$ cat src/rtl/bus_arbiter.sv
// -----------------------------------------------------------------------------
// bus_arbiter
//
// Two-master round-robin arbiter in front of the single RAM/IO slave.
// Master 0 is the CPU data port; master 1 is the DMA/UART loader. Ownership
// is bounded: while the other master is waiting, the owner keeps the bus for
// at most MAX_BURST beats and then hands it over.
//
// Ports
//   C, R                  clock, synchronous active-high reset
//   Req0/1                master holds high while it wants the bus
//   Addr0/1, WData0/1     master address / write data
//   Read0/1, Write0/1     master strobes (write wins when both are set)
//   Gnt0/1                registered grants, mutually exclusive
//   RData0/1              BusRData while that master is granted, else 0
//   BusAddr, BusWData     address / write data to the slave
//   BusRead, BusWrite     strobes to the slave
//   BusRData              combinational read data from the slave
//   Owner                 last or current owner (round-robin pointer)
// -----------------------------------------------------------------------------
module bus_arbiter #(
    parameter int unsigned MAX_BURST = 4   // legal range 1..255
) (
    input  logic        C,
    input  logic        R,

    input  logic        Req0,
    input  logic [31:0] Addr0,
    input  logic        Read0,
    input  logic        Write0,
    input  logic [31:0] WData0,
    output logic        Gnt0,
    output logic [31:0] RData0,

    input  logic        Req1,
    input  logic [31:0] Addr1,
    input  logic        Read1,
    input  logic        Write1,
    input  logic [31:0] WData1,
    output logic        Gnt1,
    output logic [31:0] RData1,

    output logic [31:0] BusAddr,
    output logic [31:0] BusWData,
    output logic        BusRead,
    output logic        BusWrite,
    input  logic [31:0] BusRData,

    output logic        Owner
);

    // Encoding chosen so each grant is a single state flop.
    typedef enum logic [1:0] {
        IDLE = 2'b00,
        OWN0 = 2'b01,
        OWN1 = 2'b10
    } state_t;

    localparam logic [7:0] LAST_BEAT = 8'(MAX_BURST - 1);

    state_t     state;
    logic [7:0] beat_cnt;

    // View of the current owner and the waiting master, used by both the
    // bus mux and the transition logic.
    logic       cur_req;
    logic       cur_read;
    logic       cur_write;
    logic       oth_req;
    logic       beat;
    state_t     oth_state;
    logic       oth_idx;

    assign Gnt0 = state[0];
    assign Gnt1 = state[1];

    // NOTE: every signal gets a default before the case, so no path leaves
    // it unassigned and no latch is inferred.
    always_comb begin
        cur_req   = 1'b0;
        cur_read  = 1'b0;
        cur_write = 1'b0;
        oth_req   = 1'b0;
        oth_state = IDLE;
        oth_idx   = 1'b0;
        BusAddr   = '0;
        BusWData  = '0;
        case (state)
            OWN0: begin
                cur_req   = Req0;
                cur_read  = Read0;
                cur_write = Write0;
                oth_req   = Req1;
                oth_state = OWN1;
                oth_idx   = 1'b1;
                BusAddr   = Addr0;
                BusWData  = WData0;
            end
            OWN1: begin
                cur_req   = Req1;
                cur_read  = Read1;
                cur_write = Write1;
                oth_req   = Req0;
                oth_state = OWN0;
                oth_idx   = 1'b0;
                BusAddr   = Addr1;
                BusWData  = WData1;
            end
            default: ;
        endcase
    end

    // Strobes are gated by the owner's own request, so an owner releasing
    // the bus issues nothing in its release cycle.
    assign BusWrite = cur_req & cur_write;
    assign BusRead  = cur_req & cur_read & ~cur_write;
    assign beat     = cur_req & (cur_read | cur_write);

    assign RData0 = Gnt0 ? BusRData : '0;
    assign RData1 = Gnt1 ? BusRData : '0;

    // NOTE: sequential state uses non-blocking assignments so every flop
    // samples the pre-edge values regardless of statement order.
    always_ff @(posedge C) begin
        if (R) begin
            state    <= IDLE;
            beat_cnt <= '0;
            Owner    <= 1'b1;   // master 0 wins the first tie
        end else begin
            case (state)
                IDLE: begin
                    beat_cnt <= '0;
                    // On a tie the master that is not the last owner wins.
                    if (Req0 && (!Req1 || Owner)) begin
                        state <= OWN0;
                        Owner <= 1'b0;
                    end else if (Req1) begin
                        state <= OWN1;
                        Owner <= 1'b1;
                    end
                end

                OWN0, OWN1: begin
                    if (!cur_req) begin
                        beat_cnt <= '0;
                        if (oth_req) begin
                            state <= oth_state;   // direct handoff
                            Owner <= oth_idx;
                        end else begin
                            state <= IDLE;
                        end
                    end else if (oth_req && beat && beat_cnt == LAST_BEAT) begin
                        // Burst limit reached with the other master waiting.
                        beat_cnt <= '0;
                        state    <= oth_state;
                        Owner    <= oth_idx;
                    end else if (beat && beat_cnt != LAST_BEAT) begin
                        // Saturates at LAST_BEAT while the owner is alone.
                        beat_cnt <= beat_cnt + 8'd1;
                    end
                end

                default: begin
                    state    <= IDLE;
                    beat_cnt <= '0;
                end
            endcase
        end
    end

endmodule

$ cat config.mk
export PLATFORM = sky130hd
export DESIGN_NAME = bus_arbiter
export DESIGN_NICKNAME = d
export VERILOG_FILES = /design/src/rtl/bus_arbiter.sv
export SDC_FILE = /design/constraint.sdc
export NUM_CORES = 1
export LEC_CHECK = 0
export BUFFER_PORTS_ARGS = -buffer_cell sky130_fd_sc_hd__buf_2
export CAP_MARGIN = 20
export CORE_AREA = 2 2 115 117
export CTS_BUF_LIST = sky130_fd_sc_hd__clkbuf_4
export CTS_CLUSTER_DIAMETER = 60
export DETAILED_ROUTE_END_ITERATION = 8
export DIE_AREA = 0 0 117 119
export MAX_ROUTING_LAYER = met4
export PLACE_DENSITY = 0.57
export SYNTH_ARGS = -nofsm -noshare
export SYNTH_HDL_FRONTEND = slang
export SYNTH_SLANG_ARGS = --single-unit
$ cat constraint.sdc
create_clock -name C -period 2.7 [get_ports C]
set_input_delay 0.54 -clock C [delete_from_list [all_inputs] [get_ports C]]
set_output_delay 0.54 -clock C [all_outputs]
set_load 0.01 [all_outputs]
==> flow_metrics.env, run 1 <==
export IMPL_status="finished, final reports clean"
export IMPL_num_fill_cells=1442
export IMPL_drive_gt1_share_pct=60.95
export IMPL_fmax_ghz=0.3976
export IMPL_multiInputGateArea_um2=1476
export IMPL_ant_nets=0
export IMPL_async_flop_share_pct=0
export IMPL_yosys_cell_count_top_type="and2_1"
export IMPL_tns_ps=0
export IMPL_yosys_area_top_type="a22o_1"
export IMPL_synth_cell_types=37
export IMPL_post_route_min_period_ps=2515
export IMPL_syn_area_per_cell_um2=7.576
export IMPL_clk_pin_slew_ps=80
export IMPL_die_area_um2=13920
export IMPL_grt_ovfl_total=0
export IMPL_insertion_delay_ps=270
export IMPL_tightest_slew_ps=470.5
export IMPL_cp_max_fo=46
export IMPL_timing_final_ws_setup_ps=184.8
export IMPL_ys_seq_elements=11
export IMPL_slowest_delay_ps=410
export IMPL_p_comb_share_pct=78.7
export IMPL_insertedDiodeCount=0
export IMPL_firstDrtPassIters=4
export IMPL_yosysWarnings=0
export IMPL_path_delay_family="buffers and inverters"
export IMPL_htree_levels=1
export IMPL_grt_max_degree=52
export IMPL_cts_buffers=3
export IMPL_cpMaxStageDelayCell="dfxtp_1"
export IMPL_skew_ps=0.8462
export IMPL_holdBufCountCts=0
export IMPL_avgViaCountPerCell=4.061
export IMPL_ios=301
export IMPL_fin_nets=699
export IMPL_rsz0062_at_grt="false"
export IMPL_cp_end_kind="primary output"
export IMPL_critPathBufInv=3
export IMPL_switching_power_mw=0.6960
export IMPL_worstPathRequired_ps=2160
export IMPL_relSlewSlack_pct=68.57
export IMPL_portBuffers=300
export IMPL_grt_pass1_wl_um=11780
export IMPL_synthCells=236
export IMPL_grt_pass1_vias=2549
export IMPL_clockBufferDepth=2
export IMPL_dr_first_iter_drc_count=52
export IMPL_synth_area_leaders="a22o_1, and2_1, dfxtp_1"
export IMPL_die_y_um=119
export IMPL_gp_congestion=0.7864
export IMPL_synth_edf_count=0
export IMPL_area_growth_syn_to_layout_pct=97.34
export IMPL_initial_utilization_pct=13.89
export IMPL_seqCellArea_um2=220.2
export IMPL_netSwitchingFraction_pct=46.15
export IMPL_slew_viol_final=0
export IMPL_setup_violations=0
export IMPL_crit_chain="inv_1 > ha_1 > and2_2 > buf_8 > a22o_1 > buf_2"
export IMPL_cts_tree="done"
export IMPL_die_w_um=117
export IMPL_internal_power_mw=0.8121
export IMPL_fin_crit_sh_pct=93.16
export IMPL_cp_start_kind="flop"
export IMPL_final_cell_area_um2=3528
export IMPL_synth_top_area_share_pct=31.35
export IMPL_synth_main_ff_cell="dfxtp_1"
export IMPL_power_share_sequential_pct=12.9
export IMPL_antenna_found_initial=0
export IMPL_drv_cap=0
export IMPL_rows=42
export IMPL_dr_total_vias=2847
export IMPL_wl_per_cell_um=11.38
export IMPL_core_um2=12870
export IMPL_p_clk_share_pct=8.4
export IMPL_placed_cell_area_um2=3482
export IMPL_hold_violations=0
export IMPL_path_class="flop to primary output"
export IMPL_leakage_nw=2.115
export IMPL_critical_path_arrival_ps=1980
export IMPL_syn_area_um2=1788
export IMPL_grt_total_usage_pct=10.37
export IMPL_place_hpwl_um=6781
export IMPL_power_density_nw_per_um2=427.4
export IMPL_synth_common_cells="and2_1, a22o_1, clkbuf_1"
export IMPL_dp_slack_ps=242.9
export IMPL_wl_um=7979
export IMPL_drcViolationCount=0
export IMPL_cts_sinks=11
export IMPL_ys_seq_area_share_pct=12.32
export IMPL_synth_net_count=409
export IMPL_root_buffer="clkbuf_4"
export IMPL_ir_worst_vdd_v=0.0001784
export IMPL_hp_class="input port to flop"
logic make-up after synthesis:
group           count (synthesis)  synth area share (%)
simple gates                  102                 34.78
compound gates                 83                 38.91
buf+inv                        25                 5.318
flops                          11                 12.32
xor+xnor                        6                 2.939
fa+ha+maj                       5                 3.499
mux                             4                 2.239
power groups by stage:
stage | Clock, mW | Combinational, mW | Sequential [mW]
global placement | 0 | 1.19 | 0.198
CTS | 0.134 | 1.19 | 0.195
finish | 0.126 | 1.19 | 0.194
detailed placement | 0 | 1.19 | 0.198
floorplan | 0 | 0.674 | 0.210
global route | 0.143 | 1.32 | 0.199
cells in the final DEF (no fill, tap or decap), drive strengths merged, types with 3 or more instances in the layout:
master	netlist	final
buf	4	306
ha	5	5
xor2	5	5
nand2	6	6
and2	68	68
a21oi	6	6
mux2i	4	4
dfxtp	11	11
nor2	11	11
nand2b	3	3
a22o	64	64
inv	4	4
o21ai	4	4
clkbuf	17	4
worst paths after layout:
check                            startpoint           to  slack (ps)  depth (start not counted)
worst min register to register  beat_cnt[1]  beat_cnt[1]         530                          2
worst max register to register     state[0]  beat_cnt[2]         530                          7
worst max-delay path               state[0]   BusAddr[3]         180                          6
worst min-delay path                      R     state[1]         510                          2
flip-flops by register name (all words and copies together), names as in the netlist:
register and flops:
state 2, beat_cnt 8, Owner 1
cell type report:
cell class	count	area share, %
tap	176	6.241
clock buffer	4	0.8511
timing repair buffer	306	44.40
inverter	4	0.4255
sequential	11	6.241
multi-input combinational	200	41.84
per-layer routing:
| layer | vias up | global-route usage [%] | part of all wire [%] |
|---|---|---|---|
| li1 | 1444 | - | - |
| met1 | 1233 | 12.64 | 41 |
| met2 | 166 | 19.00 | 50 |
| met3 | 4 | 0.7634 | 7.9 |
| met4 | 0 | 1.324 | 0.58 |
| met5 | - | - | 0 |
timing repair:
action                     CTS  global route
resized for setup            1             3
setup endpoints to repair   51            51
buffers inserted             0             1
metrics by stage:
| step | cells | utilization (%) | power [mW] | hold slack (ps) |
|---|---|---|---|---|
| floorplan | 236 | - | 0.8837 | 482.5 |
| global placement | 696 | 27.05 | 1.389 | 513.4 |
| detailed placement | 696 | 27.05 | 1.387 | 525.7 |
| CTS | 700 | 27.29 | 1.522 | 494.5 |
| global route | 701 | 27.41 | 1.664 | 498.5 |
| finish | 701 | 27.41 | 1.508 | 505.7 |
No activity file was read; power rests on OpenSTA's default activity.
==> run 2: changes to the inputs <==
Settings changed: ABC_AREA set to 1, CORE_AREA 2 2 115 117 to 2 2 118 120, DIE_AREA 0 0 117 119 to 0 0 120 122.
==> run 2 against run 1 <==
Against the previous run:
- first-iteration DRC count rose to 4.0 times the previous value
- clock power fell by 9%
- final area rose by 6.7%
- via count increased by 17%
- global-route usage increased by 0.61 points
- count of clock-buffer cells in the layout decreased by 1
- setup slack got worse by 38 ps
- die area rose by 5.1%
- register-to-register slack worse by 20 ps
- maximum frequency shrank 1.5%
- area after synthesis up 13%
- largest cell class unchanged
- largest power group unchanged
==> flow_metrics.env, run 2 <==
export IMPL_async_flop_share_pct=0
export IMPL_die_y_um=122
export IMPL_cpMaxStageDelayCell="ha_2"
export IMPL_num_fill_cells=1516
export IMPL_grt_pass1_vias=2772
export IMPL_worstPathRequired_ps=2160
export IMPL_post_route_min_period_ps=2553
export IMPL_root_buffer="clkbuf_4"
export IMPL_startpoint="state[0]"
export IMPL_fin_crit_sh_pct=94.56
export IMPL_cp_start_kind="flop"
export IMPL_avgViaCountPerCell=4.104
export IMPL_die_area_um2=14640
export IMPL_largest_register="beat_cnt"
export IMPL_status="finished, final reports clean"
export IMPL_hold_violations=0
export IMPL_clockBufferDepth=2
export IMPL_synth_main_ff_cell="dfxtp_1"
export IMPL_hold_start="beat_cnt[1]"
export IMPL_htree_levels=1
export IMPL_fin_nets=802
export IMPL_wl_per_cell_um=11.99
export IMPL_core_um2=13500
export IMPL_slowest_delay_ps=400
export IMPL_clk_pin_slew_ps=80
export IMPL_antenna_found_initial=1
export IMPL_portBuffers=300
export IMPL_drcViolationCount=0
export IMPL_final_cell_area_um2=3766
export IMPL_placed_cell_area_um2=3684
export IMPL_power_mw=2.390
export IMPL_slew_viol_final=0
export IMPL_synth_net_count=515
export IMPL_grt_pass1_wl_um=12930
export IMPL_synthCells=342
export IMPL_rows=43
export IMPL_dr_first_iter_drc_count=207
export IMPL_tightest_slew_ps=454.0
export IMPL_seqCellArea_um2=220.2
export IMPL_hp_class="flop to flop"
export IMPL_die_w_um=120
export IMPL_grt_ovfl_total=0
export IMPL_area_growth_syn_to_layout_pct=87.07
export IMPL_ys_seq_elements=11
export IMPL_ir_worst_vdd_v=0.0002283
export IMPL_place_hpwl_um=7785
export IMPL_largest_reg_flops=8
export IMPL_dp_slack_ps=346.8
export IMPL_fmax_ghz=0.3917
export IMPL_critical_path_arrival_ps=2010
export IMPL_rsz0062_at_grt="false"
export IMPL_ys_seq_area_share_pct=10.94
export IMPL_ant_nets=0
export IMPL_drive_gt1_share_pct=52.71
export IMPL_initial_utilization_pct=14.91
export IMPL_power_density_nw_per_um2=634.6
export IMPL_syn_area_per_cell_um2=5.886
export IMPL_relSlewSlack_pct=69.73
export IMPL_synth_cell_types=27
export IMPL_layout_common_cells="buf_2, nand2_1, inv_1"
export IMPL_leakage_nw=2.673
export IMPL_wl_um=9703
export IMPL_syn_area_um2=2013
export IMPL_dr_total_vias=3320
export IMPL_cts_setup_buffers=0
export IMPL_critPathBufInv=4
export IMPL_insertion_delay_ps=270
export IMPL_grt_total_usage_pct=10.99
export IMPL_skew_ps=12.08
export IMPL_tns_ps=0
export IMPL_ios=301
export IMPL_firstDrtPassIters=4
export IMPL_holdBufCountCts=0
export IMPL_path_class="flop to primary output"
export IMPL_multiInputGateArea_um2=1388
export IMPL_synth_area_leaders="a22o_1, nand2_1, inv_1"
export IMPL_hold_ws_ps=499.6
export IMPL_cp_end_kind="primary output"
export IMPL_grt_max_degree=56
export IMPL_synth_common_cells="nand2_1, inv_1, a22o_1"
export IMPL_cts_resized=0
export IMPL_cts_buffers=3
export IMPL_yosysWarnings=0
export IMPL_cp_max_fo=28
export IMPL_synth_edf_count=0
export IMPL_path_delay_family="buffers and inverters"
export IMPL_timing_final_ws_setup_ps=146.9
export IMPL_yosys_cell_count_top_type="nand2_1"
export IMPL_setup_violations=0
export IMPL_cts_sinks=11
export IMPL_final_common_cell="buf_2"
export IMPL_r2r_start="state[0]"
export IMPL_cts_tree="done"
export IMPL_drv_cap=0
export IMPL_yosys_area_top_type="a22o_1"
export IMPL_top_regs="beat_cnt x8, state x2, Owner x1"
export IMPL_crit_chain="inv_1 > ha_2 > nand2_2 > inv_2 > buf_12 > a22o_1 > buf_2"
export IMPL_gp_congestion=0.7833
export IMPL_synth_top_area_share_pct=27.84
==> run 2: changes by cell type after synthesis, moves of 3 or more <==
cell,change
nand3_1,+16
nand2_2,+3
buf_2,+8
clkbuf_1,-6
nor2_1,+3
nand2_1,+85
a21oi_1,-3
mux2i_1,-4
inv_1,+72
a21oi_2,+9
and2_1,-68
==> run 2: cell families (layout without fill, tap and decap cells) <==
group           Yosys count  in the layout  share of synthesized area, %
flops                    11             11                         10.94
compound gates           81             81                         34.56
other cells               0              1                             0
simple gates            137            137                         28.53
xor+xnor                  6              6                         2.610
fa+ha+maj                 5              5                         3.108
buf+inv                 102            388                         20.26
==> run 2: path summary, 6_finish.rpt <==
| check | endpoint | slack [ps] | cells after the start |
|---|---|---|---|
| worst max-delay path | BusAddr[6] | 150 | 7 |
| worst min register to register | beat_cnt[1] | 500 | 2 |
| worst min-delay path | beat_cnt[1] | 500 | 2 |
| worst max register to register | beat_cnt[4] | 510 | 10 |
==> run 2: report_power, final <==
group          internal, mW  switching, mW
logic                 0.901           1.18
registers             0.183         0.0141
clock network        0.0548         0.0597
==> run 2: layout make-up <==
cell class | instances | share of cell area, %
timing repair buffer | 307 | 42.86
clock buffer | 3 | 0.5980
antenna | 1 | 0.06645
tap | 180 | 5.980
clock inverter | 1 | 0.1329
multi-input combinational | 229 | 36.84
sequential | 11 | 5.847
inverter | 77 | 7.674
==> run 2: tightest hold or removal path: stages, from the launching register on <==
cell and delay [ps]:
dfxtp_1 330, nand2_1 80, a21oi_2 50
==> run 2: metrics by stage <==
stage          cells  util [%]
6_report         809     27.89
5_1_grt          809     27.89
4_1_cts          806     27.48
3_5_place_dp     802     27.28
3_3_place_gp     802     27.28
2_1_floorplan    342         -
==> run 2: layer usage <==
metal / up-vias / track usage [%] / part of all wire (%)
met5: - / - / 0
met4: 0 / 2.426 / 0.72
met3: 4 / 0.9363 / 10
met2: 203 / 19.11 / 49
met1: 1435 / 13.87 / 40
li1: 1678 / - / -
